## src/rtl/pixel_pkg.sv

```systemverilog
// Shared sizing constants, FSM state type and lane-mask helper for the pixel word packer.
package pixel_pkg;

    localparam int unsigned PIX_W          = 8;
    localparam int unsigned BYTES_PER_WORD = 4;
    localparam int unsigned WORD_W         = 32;
    localparam int unsigned CNT_W          = 16;
    localparam int unsigned IDX_W          = 2;

    typedef enum logic [0:0] {
        COLLECT,
        FLUSH_PEND
    } pack_state_e;

    // Mask with the lowest n lanes set; n ranges 0..BYTES_PER_WORD.
    function automatic logic [BYTES_PER_WORD-1:0] lane_mask(input logic [IDX_W:0] n);
        logic [BYTES_PER_WORD-1:0] m;
        m = '0;
        for (int k = 0; k < int'(BYTES_PER_WORD); k++) begin
            if (k < int'(n)) begin
                m[k] = 1'b1;
            end
        end
        return m;
    endfunction

endpackage

```

## src/rtl/pixel_word_packer_if.sv

```systemverilog
// Byte-in / word-out stream bundle of the pixel word packer.
interface pixel_word_packer_if;
    import pixel_pkg::*;

    logic                      valid_in;
    logic                      ready_in;
    logic [PIX_W-1:0]          data_in;
    logic                      flush;
    logic                      valid_out;
    logic                      ready_out;
    logic [WORD_W-1:0]         data_out;
    logic [BYTES_PER_WORD-1:0] keep_out;
    logic                      last_out;
    logic [CNT_W-1:0]          word_count;

    // Stimulus side: drives pixels, flush and downstream readiness.
    modport master (
        output valid_in, data_in, flush, ready_out,
        input  ready_in, valid_out, data_out, keep_out, last_out, word_count
    );

    // Packer side.
    modport slave (
        input  valid_in, data_in, flush, ready_out,
        output ready_in, valid_out, data_out, keep_out, last_out, word_count
    );

endinterface

```

## src/rtl/word_out_stage.sv

```systemverilog
// Single-entry output register with valid/ready handshake and a wrapping transfer counter.
module word_out_stage
    import pixel_pkg::*;
(
    input  logic                      clk,
    input  logic                      rst,
    input  logic                      load,
    input  logic [WORD_W-1:0]         load_data,
    input  logic [BYTES_PER_WORD-1:0] load_keep,
    input  logic                      load_last,
    input  logic                      ready_out,
    output logic                      can_load,
    output logic                      valid_out,
    output logic [WORD_W-1:0]         data_out,
    output logic [BYTES_PER_WORD-1:0] keep_out,
    output logic                      last_out,
    output logic [CNT_W-1:0]          word_count
);

    logic                      valid_q;
    logic [WORD_W-1:0]         data_q;
    logic [BYTES_PER_WORD-1:0] keep_q;
    logic                      last_q;
    logic [CNT_W-1:0]          count_q;
    logic                      out_xfer;

    assign out_xfer = valid_q && ready_out;
    // Free now, or freeing on this edge, so back-to-back words need no bubble.
    assign can_load = !valid_q || ready_out;

    always_ff @(posedge clk or posedge rst) begin
        if (rst) begin
            valid_q <= 1'b0;
            data_q  <= '0;
            keep_q  <= '0;
            last_q  <= 1'b0;
        end else if (load) begin
            valid_q <= 1'b1;
            data_q  <= load_data;
            keep_q  <= load_keep;
            last_q  <= load_last;
        end else if (out_xfer) begin
            valid_q <= 1'b0;
        end
    end

    always_ff @(posedge clk or posedge rst) begin
        if (rst) begin
            count_q <= '0;
        end else if (out_xfer) begin
            count_q <= count_q + CNT_W'(1);
        end
    end

    assign valid_out  = valid_q;
    assign data_out   = data_q;
    assign keep_out   = keep_q;
    assign last_out   = last_q;
    assign word_count = count_q;

endmodule

```

## src/rtl/pixel_word_packer.sv

```systemverilog
// Packs a stream of pixel bytes into 32-bit words; flush closes a partial group with last set.
module pixel_word_packer
    import pixel_pkg::*;
(
    input logic                clk,
    input logic                rst,
    pixel_word_packer_if.slave bus
);

    pack_state_e               state_q, state_d;
    logic [IDX_W-1:0]          idx_q, idx_d;
    logic [WORD_W-1:0]         asm_q, asm_d;

    logic                      can_load;
    logic                      idx_last;
    logic                      in_xfer;
    logic [IDX_W-1:0]          idx_inc;
    logic [WORD_W-1:0]         asm_merged;
    logic [BYTES_PER_WORD-1:0] keep_cur;
    logic [BYTES_PER_WORD-1:0] keep_merged;

    logic                      load;
    logic [WORD_W-1:0]         load_data;
    logic [BYTES_PER_WORD-1:0] load_keep;
    logic                      load_last;

    assign idx_last     = (idx_q == IDX_W'(BYTES_PER_WORD - 1));
    assign idx_inc      = idx_q + IDX_W'(1);
    assign bus.ready_in = (state_q == COLLECT) && (!idx_last || can_load);
    assign in_xfer      = bus.valid_in && bus.ready_in;

    // Assembly view including this cycle's byte, so a coincident flush captures it.
    always_comb begin
        asm_merged = asm_q;
        if (in_xfer) begin
            asm_merged[int'(idx_q) * PIX_W +: PIX_W] = bus.data_in;
        end
    end

    assign keep_cur    = lane_mask({1'b0, idx_q});
    assign keep_merged = in_xfer ? lane_mask({1'b0, idx_q} + 3'd1) : keep_cur;

    always_comb begin
        state_d   = state_q;
        idx_d     = idx_q;
        asm_d     = asm_q;
        load      = 1'b0;
        load_data = asm_merged;
        load_keep = keep_merged;
        load_last = 1'b0;

        unique case (state_q)
            COLLECT: begin
                if (in_xfer && idx_last) begin
                    load      = 1'b1;
                    load_last = bus.flush;
                    idx_d     = '0;
                    asm_d     = '0;
                end else if (bus.flush && (in_xfer || (idx_q != '0))) begin
                    if (can_load) begin
                        load      = 1'b1;
                        load_last = 1'b1;
                        idx_d     = '0;
                        asm_d     = '0;
                    end else begin
                        state_d = FLUSH_PEND;
                        asm_d   = asm_merged;
                        idx_d   = in_xfer ? idx_inc : idx_q;
                    end
                end else if (in_xfer) begin
                    asm_d = asm_merged;
                    idx_d = idx_inc;
                end
            end

            FLUSH_PEND: begin
                // Input is stalled here, so the held partial word is exactly asm_q.
                load_data = asm_q;
                load_keep = keep_cur;
                if (can_load) begin
                    load      = 1'b1;
                    load_last = 1'b1;
                    idx_d     = '0;
                    asm_d     = '0;
                    state_d   = COLLECT;
                end
            end
        endcase
    end

    always_ff @(posedge clk or posedge rst) begin
        if (rst) begin
            state_q <= COLLECT;
            idx_q   <= '0;
            asm_q   <= '0;
        end else begin
            state_q <= state_d;
            idx_q   <= idx_d;
            asm_q   <= asm_d;
        end
    end

    word_out_stage u_word_out_stage (
        .clk        (clk),
        .rst        (rst),
        .load       (load),
        .load_data  (load_data),
        .load_keep  (load_keep),
        .load_last  (load_last),
        .ready_out  (bus.ready_out),
        .can_load   (can_load),
        .valid_out  (bus.valid_out),
        .data_out   (bus.data_out),
        .keep_out   (bus.keep_out),
        .last_out   (bus.last_out),
        .word_count (bus.word_count)
    );

endmodule

```

## src/flat_wrapper.sv

```systemverilog
// flat-port wrapper written by rule: the top's interface ports become plain ports
module pixel_word_packer_flat import pixel_pkg::*;
  (clk, rst, bus_valid_in, bus_data_in, bus_flush, bus_ready_out, bus_ready_in, bus_valid_out, bus_data_out, bus_keep_out, bus_last_out, bus_word_count);
  pixel_word_packer_if bus_i ();
  input logic clk;
  input logic rst;
  input wire logic [$bits(bus_i.valid_in)-1:0] bus_valid_in;
  input wire logic [$bits(bus_i.data_in)-1:0] bus_data_in;
  input wire logic [$bits(bus_i.flush)-1:0] bus_flush;
  input wire logic [$bits(bus_i.ready_out)-1:0] bus_ready_out;
  output wire logic [$bits(bus_i.ready_in)-1:0] bus_ready_in;
  output wire logic [$bits(bus_i.valid_out)-1:0] bus_valid_out;
  output wire logic [$bits(bus_i.data_out)-1:0] bus_data_out;
  output wire logic [$bits(bus_i.keep_out)-1:0] bus_keep_out;
  output wire logic [$bits(bus_i.last_out)-1:0] bus_last_out;
  output wire logic [$bits(bus_i.word_count)-1:0] bus_word_count;
  assign bus_i.valid_in = bus_valid_in;
  assign bus_i.data_in = bus_data_in;
  assign bus_i.flush = bus_flush;
  assign bus_i.ready_out = bus_ready_out;
  assign bus_ready_in = bus_i.ready_in;
  assign bus_valid_out = bus_i.valid_out;
  assign bus_data_out = bus_i.data_out;
  assign bus_keep_out = bus_i.keep_out;
  assign bus_last_out = bus_i.last_out;
  assign bus_word_count = bus_i.word_count;
  pixel_word_packer u_core (.clk(clk), .rst(rst), .bus(bus_i));
endmodule
```

## config.mk

```make
export PLATFORM = sky130hd
export DESIGN_NAME = pixel_word_packer_flat
export DESIGN_NICKNAME = d
export VERILOG_FILES = /design/src/rtl/pixel_pkg.sv /design/src/rtl/pixel_word_packer_if.sv /design/src/rtl/word_out_stage.sv /design/src/rtl/pixel_word_packer.sv /design/src/flat_wrapper.sv
export SDC_FILE = /design/constraint.sdc
export NUM_CORES = 1
export LEC_CHECK = 0
export ABC_AREA = 1
export BUFFER_PORTS_ARGS = -buffer_cell sky130_fd_sc_hd__buf_2
export CORE_AREA = 2 2 97 99
export DETAILED_ROUTE_END_ITERATION = 7
export DIE_AREA = 0 0 99 101
export PLACE_DENSITY = 0.81
export SKIP_CTS_REPAIR_TIMING = 1
export SYNTH_ARGS = -nofsm -noshare
export SYNTH_HDL_FRONTEND = slang
export SYNTH_SLANG_ARGS = --single-unit
```

## constraint.sdc

```tcl
create_clock -name clk -period 4.9 [get_ports clk]
set_input_delay 0.245 -clock clk [delete_from_list [all_inputs] [get_ports clk]]
set_output_delay 0.245 -clock clk [all_outputs]
set_load 0.05 [all_outputs]
```

; ---- Yosys cells after proc, flatten, opt, wreduce, memory -nomap -nowiden
; Cells that the tools add are included.
[word_totals]
reg_bits = 89
input_bits = 13
out_inout_bits = 55
word_cells = 74
[classes]
addsub = 4
n_lt_le_gt_ge = 7
eq_ne = 3
shift = 2
mux = 36
bitwise_logic = 1
reduce_logical = 13
[op_table]
columns = cell, n
row1 = 32-bit 2-to-1 mux, 7
row2 = 32-bit case mux with 2 select lines, 1
row3 = 5-bit negator with 34-bit output, 1
row4 = "8-bit by 34-bit variable shift with 32-bit output, first input constant", 1
row5 = 8-bit by 34-bit variable part select with 32-bit output, 1
row6 = 32-bit bitwise mux, 1
row7 = "16-bit by 1-bit adder with 16-bit output, second input constant", 1
row8 = 1-bit 2-to-1 mux, 16
row9 = 2-bit 2-to-1 mux, 5
row10 = 4-bit 2-to-1 mux, 2
row11 = "1-bit by 3-bit < comparator with 1-bit output, first input constant", 2
row12 = "2-bit by 3-bit < comparator with 1-bit output, first input constant", 2
row13 = 1-bit case mux with 2 select lines, 3
row14 = 1-bit logical AND, 5
row15 = "1-bit by 2-bit < comparator with 1-bit output, first input constant", 2
row16 = "4-bit by 3-bit inequality test with 1-bit output, second input constant", 1
row17 = 2-bit case mux with 2 select lines, 1
row18 = 2-bit nonzero test, 2
row19 = "2-bit by 1-bit adder with 3-bit output, second input constant", 1
row20 = 1-bit logical OR, 3
row21 = "2-bit by 1-bit adder with 2-bit output, second input constant", 1
row22 = "2-bit == test, second input constant", 1
row23 = 1-bit logical NOT, 2
row24 = "2-bit < comparator, first input constant", 1
row25 = other kinds (3), 3

; ---- Depth between registers and ports, before layout
; Gate-level depths: netlist of the first run.
[depth]
depth_word = 11
mapped_depth = 11
depth_no_buf = 10

; ---- By module
; Synthesis of the first run repeated with hierarchy kept, for this count alone.
[hier_totals]
hier_cells = 688
area_unflattened_um2 = 4897.2
[by_module_without_submodules]
columns = module, instances, cells_per_inst, area_per_inst_um2, seq_area_each_um2
row1 = pixel_word_packer, 1, 425, 2633.8, 875.8
row2 = word_out_stage, 1, 263, 2263.4, 1351.3

; ---- Worst setup path after synthesis of the first run
; No wires, ideal clock.
[synth_timing]
path_kind = register to register
from = register u_core.idx_q[0]
to = register u_core.asm_q[0]
setup_time_ps = 117
arrival_ps = 1704
required_ps = 4783
path_slack_ps = 3080
stages_incl_launch_ff = 11
path_buffers = 1
period_less_slack_ps = 1820
cell_sequence = dfrtp_1 > ha_1 > nand3_4 > nand2_1 > inv_2 > nand3_2 > nand2_1 > nor2_4 > buf_2 > nand2_1 > nand2_1
[synth_via]
elab_chain_len = 10
word_cells_on_any_way = 21
cone_classes = add/sub: 1 / eq/ne: 2 / shift: 2 / mux: 7 / reduce/logical: 9
[synth_lines]
columns = item, line_no
row1 = from (decl), pixel_word_packer.sv:11  ; logic [IDX_W-1:0] idx_q, idx_d;
row2 = from (signal assigned), pixel_word_packer.sv:98  ; idx_q <= idx_d;
row3 = 2-bit == test (*), pixel_word_packer.sv:27  ; assign idx_last = (idx_q == IDX_W'(BYTES_PER_WORD - 1));
row4 = 1-bit logical NOT (*), pixel_word_packer.sv:29  ; assign bus.ready_in = (state_q == COLLECT) && (!idx_last || can_load);
row5 = 1-bit logical OR (*), pixel_word_packer.sv:29
row6 = 1-bit logical AND (*), pixel_word_packer.sv:29
row7 = net bus_ready_in, flat_wrapper.sv:11  ; output wire logic [$bits(bus_i.ready_in)-1:0] bus_ready_in;
row8 = 1-bit logical AND (*), pixel_word_packer.sv:30  ; assign in_xfer = bus.valid_in && bus.ready_in;
row9 = 32-bit 2-to-1 mux / 1-bit logical OR (equally long branches), "pixel_word_packer.sv:35, pixel_word_packer.sv:59"
row10 = "32-bit 2-to-1 mux, or another cell as far along", pixel_word_packer.sv:70  ; end else if (in_xfer) begin
row11 = 32-bit 2-to-1 mux, pixel_word_packer.sv:59  ; end else if (bus.flush && (in_xfer || (idx_q != '0))) begin
row12 = 32-bit 2-to-1 mux, pixel_word_packer.sv:54  ; if (in_xfer && idx_last) begin
row13 = 32-bit case mux with 2 select lines, pixel_word_packer.sv:52  ; unique case (state_q)
row14 = to (signal assigned), pixel_word_packer.sv:99  ; asm_q <= asm_d;
row15 = to (decl), pixel_word_packer.sv:12  ; logic [WORD_W-1:0] asm_q, asm_d;
; Mark *: on every way through the listed nets, which the timed path passes. The rest lies on a longest branch. The select of a mux whose other input is x is not followed.
; A chain may end at the register's enable or synchronous reset.

; ---- Final worst setup path of the first run
[layout_timing]
from = register u_core.state_q
to = register u_core.u_word_out_stage.data_q[27] (netlist: u_core.u_word_out_stage.data_out[27])
[layout_via]
elab_chain_len = 8
word_cells_on_any_way = 11
cone_classes = mux: 5 / bitwise: 1 / reduce/logical: 5
[layout_lines]
columns = item, line_no
row1 = from (decl), pixel_word_packer.sv:10  ; pack_state_e state_q, state_d;
row2 = from (signal assigned), pixel_word_packer.sv:97  ; state_q <= state_d;
row3 = 1-bit NOT, "pixel_word_packer.sv:29, pixel_word_packer.sv:52"
row4 = 1-bit logical AND, pixel_word_packer.sv:29
row5 = 1-bit logical AND, pixel_word_packer.sv:30
row6 = 1-bit logical OR, pixel_word_packer.sv:59
row7 = 1-bit logical AND, pixel_word_packer.sv:59
row8 = 1-bit 2-to-1 mux, pixel_word_packer.sv:59
row9 = 1-bit 2-to-1 mux, pixel_word_packer.sv:54
row10 = 1-bit case mux with 2 select lines, pixel_word_packer.sv:52
row11 = to (signal assigned), word_out_stage.sv:39  ; data_q <= load_data;
row12 = to (decl), word_out_stage.sv:21  ; logic [WORD_W-1:0] data_q;
; Several ways; a longest one is shown, not always the timed one.

==> results_dict.tcl, run 1 <==
set metrics [dict create \
    cts_sinks 89 \
    synth-simple-area-share 0.366 \
    hp-class "input port to asynchronous set/reset pin" \
    yosys-top-cells-count "nand2_1 (242), inv_1 (94), dfrtp_1 (89), nor2_1 (81), nand3_1 (52)" \
    layout_min_cycle_time_ns 3.18 \
    drv_slew 0 \
    met1_usage 0.351 \
    slowest_stage "dfrtp_1" \
    endpoint_kind "flop" \
    syn_avg_cell_area_um2 7.13 \
    netlist_area_um2 4940 \
    tns_ns 0 \
    drcViolationCount 0 \
    synth_top_area_frac 0.451 \
    cts_tree "built" \
    synth_edf_count 0 \
    detail-route-antenna-nets 0 \
    dr.pass1.iters 6 \
    grt_pass1_wl_um 19800 \
    io_pins 68 \
    synth_top_cell_by_area "dfrtp_1" \
    relSlewSlack 0.488 \
    holdWs_ns -0.0533 \
    rows 35 \
    track_usage 0.246 \
    drive_gt1_frac 0.136 \
    synth_xor_area_frac 0.0266 \
    grt_antenna_before_repair 0 \
    skew_ns 0.0173 \
    use_met3 0.0319 \
    path_common_cell "nand2_1" \
    use_met2 0.381 \
    async_reset_ff_frac 1.00 \
    num_vias 4429 \
    synth.area.mux_share 0.00228 \
    h-tree-depth 3 \
    rsz0062_at_grt "no" \
    syn2layout_area_growth_pct 10.8 \
    path_class "flop to flop" \
    finalNetCount 764 \
    leakage_nw 3.30 \
    status "finished, violations left" \
    die-area_um2 10000 \
    fillCellCount 820 \
    cp_max_fo 40 \
    clockBufferDepth 2 \
    synthTopCellsByArea "dfrtp_1 (45%), nand2_1 (18%), inv_1 (7.1%)" \
    numCtsBuffers 9 \
    setup_viol 0 \
    grt_max_degree 50 \
    worst_pin_slew_ns 0.769 \
    die_y_um 101 \
    gp_congestion 0.985 \
    yosysMostFrequentCell "nand2_1" \
    root_buffer "clkbuf_8" \
    die_w_um 99 \
    diodes 0 \
    finalCritPeriodShare 0.650 \
    ys_types 31 \
    path_cells "inv_2, nand3_4, nand2_2, nand2_1, nand2_1, nand2_2, nand2_2, nand2_1, nand2_1" \
    final_util 0.610 \
    overflow 0 \
    grt_pass1_vias 4193 \
    finalWirelength_um 11700 \
    maxCapViolCount 0 \
    start_util 0.550 \
    place_area_um2 5280 \
    fmax_ghz 0.314 \
    drt_iter0_drc 264 \
    via_per_inst 5.16 \
    ys_seq_elements 89 \
    synth_top_family_by_area "simple AND/OR/NAND/NOR gates" \
    cp.required_ns 5.14 \
    start_kind "flop" \
    hold_violations 40 \
    ir_worst_vdd_mv 0.281 \
    fin_area_um2 5470 \
    synthCells 693 \
    syn_nets 714 \
    busiest_layer "met2" \
    p_per_area_nw_per_um2 673 \
    ys_seq_area_frac 0.451 \
    yosys_warnings 0 \
    dp.final_hpwl_um 8650 \
    clk_pin_slew_ns 0.11 \
    synthFlopType "dfrtp_1" \
    max_stage_delay_ns 0.85 \
    fp.coreArea_um2 8980 \
    synth_compound_area_frac 0.0304 \
    clock_latency_ns 0.37 \
    wire_per_inst_um 13.6 \
    synthAdderAreaFrac 0.0203 \
    violations "negative hold slack" \
    crit_arrival_ns 3.43 \
    io_buffers 67 \
]
cell usage in the layout (no fill, tap or decap), types with 2 or more instances in the layout:
cell	netlist	routed
inv_8	0	2
o21ai_1	2	2
xnor2_1	4	4
o21ai_0	23	23
clkbuf_8	0	9
clkinv_4	0	2
inv_1	94	93
ha_1	8	8
nand3_1	52	52
nand4_1	8	8
xor2_1	11	11
inv_2	2	2
a21oi_1	2	2
buf_2	16	67
dfrtp_1	89	89
nand2_2	4	4
nand2_1	242	242
nor3_1	27	27
nand4_2	3	3
nor2_1	81	81
buf_4	1	2
nand3_4	2	2
worst paths after layout:
path	from	end	slack, ns	depth (start not counted)
max in group asynchronous	rst	u_core.u_word_out_stage.data_out[27]	3.87	3
hold reg to reg	u_core.u_word_out_stage.word_count[15]	u_core.u_word_out_stage.word_count[15]	0.49	1
min in group clk	bus_flush	u_core.state_q	0.24	3
setup reg to reg	u_core.state_q	u_core.u_word_out_stage.data_out[27]	1.72	9
hold / removal	rst	u_core.u_word_out_stage.word_count[12]	-0.05	2
setup / recovery	u_core.state_q	u_core.u_word_out_stage.data_out[27]	1.72	9
critical path, delay by kind of cell, from the launching register on:
family	cells	cell delay, ns
DFF	1	0.85
buffers and inverters	1	0.36
and+or+nand+nor	8	1.82
power breakdown:
part	internal (W)	switching, W	leakage, nW
Sequential	0.00100	0.000195	1.18
Clock	0.000199	0.000299	0.0966
Combinational	0.000498	0.00149	2.03
Total	0.00170	0.00198	3.30
sequential cells by signal, summed over array words and instances (netlist names):
register                            flops
u_core.asm_q                           32
u_core.u_word_out_stage.keep_out        4
u_core.u_word_out_stage.data_out       32
u_core.u_word_out_stage.word_count     16
u_core.state_q                          1
u_core.u_word_out_stage.last_out        1
u_core.u_word_out_stage.valid_out       1
u_core.idx_q                            2
layer usage:
| layer | share of wire | routed length (µm) | up-vias |
|---|---|---|---|
| met1 | 0.47 | 5480 | 2013 |
| met4 | 0.029 | 341 | 0 |
| met2 | 0.44 | 5170 | 169 |
| met3 | 0.059 | 686 | 33 |
| met5 | 0 | 0 | - |
| li1 | - | - | 2214 |
layout make-up:
class	count	area, µm²	area share
timing repair buffer	69	350	0.0640
clock buffer	9	124	0.0226
inverter	96	362	0.0661
tap	111	139	0.0254
sequential	89	2230	0.407
multi-input combinational	478	2200	0.402
clock inverter	7	72.6	0.0133
kinds of logic (layout without fill, tap and decap cells):
group                      after synthesis  after routing
buffers and inverters                  126            181
adders and majority gates                8              8
and+or+nand+nor                        425            425
muxes                                    1              1
xor gates and xnor gates                15             15
AOI/OAI and AO/OA                       29             29
DFF                                     89             89
through the flow:
stage          setup WS, ns  cells  power, W
3_3_place_gp           1.88    843   0.00313
3_5_place_dp           1.77    843   0.00319
6_report               1.72    859   0.00368
4_1_cts                1.75    859   0.00369
2_1_floorplan          2.35    693   0.00275
5_1_grt                1.38    859   0.00399
Power figures use the tool's default switching activity.
==> inputs of run 2 (changes only) <==
==> constraint.sdc (replaced) <==
create_clock -name clk -period 3.1 [get_ports clk]
set_input_delay 0.155 -clock clk [delete_from_list [all_inputs] [get_ports clk]]
set_output_delay 0.155 -clock clk [all_outputs]
set_load 0.05 [all_outputs]
==> run 2 against run 1 <==
Against the previous run: combinational power grew 61%; sequential power grew 56%; critical path depth fell by 1; register-to-register slack lost 1.2 ns; total power up 63%; sequential cell count unchanged; critical endpoint is now u_core.u_word_out_stage.data_out[24]; the run now ends clean; global-route usage barely moved; first-iteration DRC count grew 27%; final cell count grew 0.93%; routed wire length is 1.5% higher; hold slack better by 0.20 ns; sequential share of layout area down 0.69 points; largest power group unchanged.
==> results_dict.tcl, run 2 (same netlist as run 1, synthesis figures left out) <==
set metrics [dict create \
    clock_latency_ns 0.37 \
    rows 35 \
    path_common_cell "nand2_1" \
    layout_common_cells "nand2_1 (242), inv_1 (93), dfrtp_1 (89)" \
    clockBufferDepth 2 \
    rsz0062_at_grt "no" \
    skew_ns 0.0179 \
    drt_iter0_drc 335 \
    clk_pin_slew_ns 0.10 \
    root_buffer "clkbuf_8" \
    ir_worst_vdd_mv 0.431 \
    grt_antenna_before_repair 0 \
    die-area_um2 10000 \
    leakage_nw 3.36 \
    relSlewSlack 0.427 \
    cts_tree "built" \
    detail-route-antenna-nets 0 \
    drv_slew 0 \
    hold_path_startpoint "bus_flush" \
    fillCellCount 802 \
    io_pins 68 \
    critPathTopFamily "simple AND/OR/NAND/NOR gates" \
    layout_min_cycle_time_ns 2.63 \
    max_stage_delay_ns 0.56 \
    final_util 0.620 \
    overflow 0 \
    grt_max_degree 50 \
    cp_max_fo 17 \
    io_buffers 67 \
    tns_ns 0 \
    drive_gt1_frac 0.144 \
    grt_pass1_wl_um 19700 \
    final_common_cell "nand2_1" \
    place_area_um2 5330 \
    fin_area_um2 5570 \
    cp.required_ns 3.42 \
    endpoint_kind "flop" \
    cp-startpoint "u_core.idx_q[0]" \
    die_y_um 101 \
    start_util 0.550 \
    p_per_area_nw_per_um2 1080 \
    finalWirelength_um 11900 \
    fmax_ghz 0.381 \
    path_cells "ha_1, nand3_4, nand4_1, inv_1, nand2_1, o21ai_0, nand2_1, nand2_1" \
    hold_violations 0 \
    fp.coreArea_um2 8980 \
    numCtsBuffers 9 \
    setup_viol 0 \
    track_usage 0.245 \
    regArea_um2 2230 \
    wire_per_inst_um 13.7 \
    slowest_stage "dfrtp_1" \
    finalCritPeriodShare 0.847 \
    gp_congestion 0.978 \
    num_vias 4537 \
    maxCapViolCount 0 \
    dr.pass1.iters 5 \
    finalNetCount 772 \
    path_class "flop to flop" \
    dp.cells 850 \
    dp.final_hpwl_um 8530 \
    multi_input_area_um2 2200 \
    finalNonFillerCells 867 \
    dp_slack_ns 0.562 \
    via_per_inst 5.23 \
    drcViolationCount 0 \
    worst_slack_ns 0.473 \
    hp-class "input port to flop" \
    status "finished clean" \
    syn2layout_area_growth_pct 12.8 \
    die_w_um 99 \
    worst_pin_slew_ns 0.858 \
    h-tree-depth 3 \
    start_kind "flop" \
    diodes 0 \
    crit_arrival_ns 2.94 \
    grt_pass1_vias 4109 \
    cts_sinks 89 \
    r2r_start "u_core.idx_q[0]" \
    path_buf_inv 1 \
]
==> run 2: final cells by class <==
cell class | count | share of cell area
timing repair buffer | 77 | 0.0741
clock buffer | 9 | 0.0222
sequential | 89 | 0.400
multi-input combinational | 478 | 0.395
inverter | 96 | 0.0649
tap | 111 | 0.0249
clock inverter | 7 | 0.0189
==> run 2: stage by stage <==
step           power (W)  hold WS, ns
6_report         0.00600        0.148
5_1_grt          0.00644        0.135
4_1_cts          0.00599      -0.0585
3_5_place_dp     0.00506        0.352
3_3_place_gp     0.00496        0.342
2_1_floorplan    0.00435        0.337
==> run 2: metal layers <==
layer	up-vias	GRT usage	wire length [µm]
met1	2104	0.346	5490
met2	171	0.396	5500
met3	28	0.0437	644
li1	2234	-	-
met5	-	0	0
met4	0	0.0632	217
==> run 2: final timing paths <==
| path | endpoint | slack (ns) | depth (start not counted) |
|---|---|---|---|
| setup / recovery | u_core.u_word_out_stage.data_out[24] | 0.47 | 8 |
| hold / removal | u_core.state_q | 0.15 | 3 |
| setup reg to reg | u_core.u_word_out_stage.data_out[24] | 0.47 | 8 |
| hold reg to reg | u_core.u_word_out_stage.word_count[15] | 0.48 | 1 |
| max in group asynchronous | u_core.u_word_out_stage.data_out[1] | 1.82 | 4 |
| min in group asynchronous | u_core.u_word_out_stage.data_out[13] | 0.46 | 3 |
==> run 2: worst register-to-register path, stage by stage, from the launching register on <==
cell	delay [ns]
dfrtp_1	0.56
ha_1	0.35
nand3_4	0.16
nand4_1	0.54
inv_1	0.53
nand2_1	0.12
o21ai_0	0.14
nand2_1	0.10
nand2_1	0.08
==> run 2: report_power, final <==
| part | internal [W] | switching (W) | leakage, nW |
|---|---|---|---|
| clock network | 0.000468 | 0.000450 | 0.113 |
| logic | 0.000825 | 0.00239 | 2.07 |
| registers | 0.00158 | 0.000285 | 1.18 |
